<file path="src/rtl/fetch_instruction_memory_pkg.sv">
// Shared ISA constants and the fetch result type used by the instruction fetch memory.
package fetch_instruction_memory_pkg;

  localparam int          ISA_LEN_ADDRESS     = 32;
  localparam int          ISA_LEN_INSTRUCTION = 32;
  localparam logic [31:0] ISA_NOP_WORD        = 32'hE000_0000;

  typedef struct packed {
    logic                           fault;
    logic [ISA_LEN_INSTRUCTION-1:0] instruction;
  } fetch_word_t;

endpackage

</file>
<file path="src/rtl/fetch_instruction_memory_byte_bank.sv">
// Byte-addressed instruction store: one byte write port, one big-endian word read port.
module instruction_byte_bank
  import fetch_instruction_memory_pkg::*;
#(
  parameter int          DEPTH_WORDS = 64,
  parameter logic [31:0] NOP_WORD    = ISA_NOP_WORD,
  localparam int         IDXW        = $clog2(DEPTH_WORDS)
) (
  input  logic                           clk,
  input  logic                           we,
  input  logic [IDXW+1:0]                waddr,
  input  logic [7:0]                     wdata,
  input  logic [IDXW-1:0]                raddr,
  output logic [ISA_LEN_INSTRUCTION-1:0] rdata
);

  // Lane l holds byte offset l of every word; lane 0 lands in bits 31:24.
  for (genvar l = 0; l < 4; l++) begin : g_lane
    logic [7:0] mem [DEPTH_WORDS] = '{default: NOP_WORD[31-8*l -: 8]};

    always_ff @(posedge clk) begin
      if (we && waddr[1:0] == 2'(l))
        mem[waddr[IDXW+1:2]] <= wdata;
    end

    assign rdata[31-8*l -: 8] = mem[raddr];
  end

endmodule

</file>
<file path="src/rtl/fetch_instruction_memory.sv">
// Instruction fetch memory: valid/ready fetch port with one-entry response register, fault detection and byte program load.
module fetch_instruction_memory
  import fetch_instruction_memory_pkg::*;
#(
  parameter int          LEN_ADDRESS = ISA_LEN_ADDRESS,
  parameter int          DEPTH_WORDS = 64,
  parameter logic [31:0] NOP_WORD    = ISA_NOP_WORD
) (
  input  logic                           clk,
  input  logic                           rst,
  input  logic                           req_valid,
  output logic                           req_ready,
  input  logic [LEN_ADDRESS-1:0]         req_addr,
  input  logic                           flush,
  output logic                           rsp_valid,
  input  logic                           rsp_ready,
  output logic [ISA_LEN_INSTRUCTION-1:0] rsp_instruction,
  output logic [LEN_ADDRESS-1:0]         rsp_addr,
  output logic                           rsp_fault,
  input  logic                           load_en,
  input  logic [LEN_ADDRESS-1:0]         load_addr,
  input  logic [7:0]                     load_byte
);

  localparam int IDXW = $clog2(DEPTH_WORDS);

  logic                           accept;
  logic                           req_oor;
  logic                           load_oor;
  logic [ISA_LEN_INSTRUCTION-1:0] rd_word;
  fetch_word_t                    fw;

  assign req_ready = (!rsp_valid || rsp_ready) && !flush;
  assign accept    = req_valid && req_ready;

  // Any address bit above the byte index means out of range; the index never wraps.
  assign req_oor  = (req_addr  >> (IDXW + 2)) != '0;
  assign load_oor = (load_addr >> (IDXW + 2)) != '0;

  instruction_byte_bank #(
    .DEPTH_WORDS (DEPTH_WORDS),
    .NOP_WORD    (NOP_WORD)
  ) u_bank (
    .clk   (clk),
    .we    (load_en && !load_oor),
    .waddr (load_addr[IDXW+1:0]),
    .wdata (load_byte),
    .raddr (req_addr[IDXW+1:2]),
    .rdata (rd_word)
  );

  always_comb begin
    fw.fault       = (req_addr[1:0] != 2'b00) || req_oor;
    fw.instruction = fw.fault ? NOP_WORD : rd_word;
  end

  // The bank read is combinational, so registering it here captures pre-write data on a same-word load.
  always_ff @(posedge clk) begin
    if (rst) begin
      rsp_valid       <= 1'b0;
      rsp_instruction <= NOP_WORD;
      rsp_addr        <= '0;
      rsp_fault       <= 1'b0;
    end else if (flush) begin
      rsp_valid <= 1'b0;
    end else if (accept) begin
      rsp_valid       <= 1'b1;
      rsp_instruction <= fw.instruction;
      rsp_addr        <= req_addr;
      rsp_fault       <= fw.fault;
    end else if (rsp_ready) begin
      rsp_valid <= 1'b0;
    end
  end

endmodule

</file>
<file path="config.mk">
export PLATFORM = sky130hd
export DESIGN_NAME = fetch_instruction_memory
export DESIGN_NICKNAME = d
export VERILOG_FILES = /design/src/rtl/fetch_instruction_memory_pkg.sv /design/src/rtl/fetch_instruction_memory_byte_bank.sv /design/src/rtl/fetch_instruction_memory.sv
export SDC_FILE = /design/constraint.sdc
export NUM_CORES = 2
export LEC_CHECK = 0
export ABC_CLOCK_PERIOD_IN_PS = 2100
export BUFFER_PORTS_ARGS = -buffer_cell sky130_fd_sc_hd__buf_2
export CORE_MARGIN = 2
export CORE_UTILIZATION = 50
export CTS_BUF_LIST = sky130_fd_sc_hd__clkbuf_16
export DETAILED_ROUTE_END_ITERATION = 16
export MAX_ROUTING_LAYER = met4
export PLACE_DENSITY_LB_ADDON = 0.2
export SLEW_MARGIN = 5
export SYNTH_ARGS = -nofsm -noshare
export SYNTH_HDL_FRONTEND = slang
export SYNTH_SLANG_ARGS = --single-unit
</file>
<file path="constraint.sdc">
create_clock -name clk -period 2.1 [get_ports clk]
set_input_delay 0.105 -clock clk [delete_from_list [all_inputs] [get_ports clk]]
set_output_delay 0.105 -clock clk [all_outputs]
set_load 0.01 [all_outputs]
</file>
==> impl_metrics.tcl <==
set metrics [dict create \
    layout_commonest_cell "edfxtp_1" \
    utilization_pct 60.5 \
    ant_nets 0 \
    vdd_drop_max_mv 0.957 \
    grtUsageTotal_pct 27.5 \
    synth_top_family_by_area "multiplexers" \
    cts_buffers 208 \
    first_iter_violations 5717 \
    synth_compound_area_share_pct 3.49 \
    grt_pass1_wl_um 313000 \
    cts_htree_levels 4 \
    antenna_found_initial 12 \
    wl_um 219000 \
    path_class "primary input to register" \
    max_freq_mhz 476 \
    outcome "finished clean" \
    timing.hold.ws_ns 0.0691 \
    critPathLaunchType "primary input" \
    synth_cells 4016 \
    critPathMaxStageDelay_ns 0.58 \
    place_ws_ns -0.589 \
    clockBufferDepth 3 \
    cp_data_arrival_time_ns 2.86 \
    synth_adder_area_share_pct 0 \
    multi_input_area_um2 17300 \
    final-setup-viol-count 0 \
    end_kind "register" \
    finalMaxSlewViolations 0 \
    grt.overflow.total 0 \
    clock-sinks 2114 \
    tightest_slew_ns 0.738 \
    grt_pass1_vias 43659 \
    globalplace.congestion 0.885 \
    fin_total_pwr_mw 85.9 \
    drive_above_1_share_pct 31.1 \
    cts-root-buf "clkbuf_16" \
    synth_edf_count 2048 \
    dieArea_um2 166000 \
    crit_family "simple AND/OR/NAND/NOR gates" \
    core_area_um2 161000 \
    finClkSkew_ns 0.0478 \
    ios 145 \
    finalHoldViolations 0 \
    vias_per_cell 6.08 \
    syn_nets 4094 \
    yosys.area_share.simple_pct 3.43 \
    dp.cells 6735 \
    worst_slack_ns 0.000727 \
    cp_max_fo 10 \
    fillers 11466 \
    grt_max_degree 89 \
    critical_path_required_ns 2.86 \
    synthXorXnorAreaFrac_pct 0 \
    clock_latency_ns 0.85 \
    regArea_um2 62800 \
    min_path_type "primary input to register" \
    final_cell_mix "edfxtp_1, buf_4, mux4_2" \
    num-nets-final 4957 \
    synthToLayoutAreaGrowth_pct 19.9 \
    fin_crit_sh_pct 100 \
    die_height_um 407 \
    async_reset_ff_share_pct 0 \
    slowest_stage "or4_1" \
    slew_headroom_pct 50.8 \
    synth_cell_types 55 \
    die_x_um 407 \
    first_pass_iters 6 \
    start_util_pct 50.4 \
    path_cells "dlygate4sd3_1 -> buf_2 -> or4_1 -> nor4b_2 -> nor4b_4 -> buf_12 -> buf_12 -> o211ai_1 -> o21ai_1" \
    crit_buf_inv 4 \
    finalNonFillerCells 7223 \
    rows 147 \
    worst_path_most_repeated_cell "buf_12" \
    ys.flop_type "edfxtp_1" \
    ys_ff_latch 2114 \
    syn-mean-instance-area_um2 20.2 \
    synth_warnings 0 \
    synthMuxAreaShare_pct 14.3 \
    syn-cell-area_um2 81200 \
    cts_tree "done" \
    fin_crit_ns 2.10 \
    drc 0 \
    wl_per_cell_um 30.3 \
    p_leak_nw 32.3 \
    powerDensity_nw_per_um2 883 \
    ys_seq_area_share_pct 77.4 \
    port_buffers 144 \
    dr_total_vias 43947 \
    max-cap-violations 0 \
    hpwl_um 144000 \
    clk_pin_slew_ns 0.06 \
]
==> synth_stat cells, types with 3 or more instances <==
cell	instances	share of area, %
nor2_1	301	1.4
o32a_1	3	0.037
nor3b_1	7	0.065
nand3_1	69	0.43
buf_4	10	0.092
nor2b_1	19	0.15
clkbuf_1	112	0.52
nand4_1	6	0.046
a211o_1	26	0.28
buf_2	98	0.60
o22a_1	27	0.29
o22ai_1	75	0.58
mux4_2	439	12
a22oi_1	64	0.59
a21oi_1	37	0.23
o21ai_0	9	0.055
a31oi_1	3	0.023
nor3_1	10	0.062
mux4_1	5	0.16
nand2_1	199	0.92
and3b_1	4	0.043
buf_1	21	0.097
dfxtp_1	66	1.6
a22o_1	52	0.56
a2111oi_0	6	0.065
o21ai_1	55	0.34
mux2_2	8	0.11
nor4_1	10	0.077
edfxtp_1	2048	76
mux2i_1	150	1.8
a211oi_1	7	0.065
nand3b_1	3	0.028
nand2b_1	8	0.062
o211ai_1	28	0.26
==> worst reg2reg max path: stages, from the launching register on <==
cell and delay [ns]:
dfxtp_1 0.32, nor2b_1 0.16, buf_4 0.16, nor3b_4 0.33, clkbuf_16 0.25, nand2_1 0.06
dlygate4sd3_1 0.57, a21oi_1 0.16
==> per-stage QoR <==
step	cell area [um^2]	TNS [ns]
5_1_grt	97400	-0.101
4_1_cts	97300	0
2_1_floorplan	81200	0
6_report	97400	0
3_3_place_gp	89900	-237.79
3_5_place_dp	89900	-319.19
==> path summary, 6_finish.rpt <==
| kind | depth (start not counted) | startpoint | slack [ns] | end |
|---|---|---|---|---|
| worst min-delay path | 6 | req_addr[2] | 0.07 | rsp_instruction[8]$_SDFFE_PP0P_ |
| worst max register to register | 7 | rsp_valid$_SDFFE_PP0P_ | 0.01 | rsp_addr[31]$_SDFFE_PP0P_ |
| worst min register to register | 2 | rsp_addr[0]$_SDFFE_PP0P_ | 0.45 | rsp_addr[0]$_SDFFE_PP0P_ |
| worst max-delay path | 9 | req_addr[26] | 0.0007 | rsp_instruction[16]$_SDFFE_PP0P_ |
==> kinds of logic after synthesis <==
group / after synthesis
flops: 2114
compound gates: 402
buf+inv: 247
simple gates: 651
mux: 602
==> registers in the layout (all words and copies together), names as in the netlist <==
name and flops:
rsp_valid 1, rsp_fault 1, u_bank.g_lane.mem 2048, rsp_addr 32, rsp_instruction 32
==> final cells by class <==
class | instances | share of cell area (%)
Clock inverter | 178 | 1.25
Tap cell | 2160 | 2.78
Antenna cell | 6 | 0.0154
Clock buffer | 210 | 5.40
Timing Repair Buffer | 898 | 8.21
Multi-Input combinational cell | 1655 | 17.8
Inverter | 2 | 0.00771
Sequential cell | 2114 | 64.5
==> metal layers <==
metal	track usage [%]	wire, um
met4	7.44	5400
met3	4.74	19100
met2	41.1	103000
met1	39.5	91800
met5	-	0
==> what timing repair did <==
action	CTS	global route
hold buffers	90	0
setup buffers	0	3
hold endpoints to repair	814	0
resized for setup	6	10
pin swaps	0	6
gates cloned	0	1
endpoints found under the setup margin	4	39
==> power by group <==
| group | leakage [nW] | internal, mW | switching (mW) |
|---|---|---|---|
| sequential | 18.9 | 46.2 | 0.0162 |
| combinational | 9.97 | 1.88 | 2.62 |
| clock | 3.35 | 19.4 | 15.8 |
No activity file was read; power rests on OpenSTA's default activity.
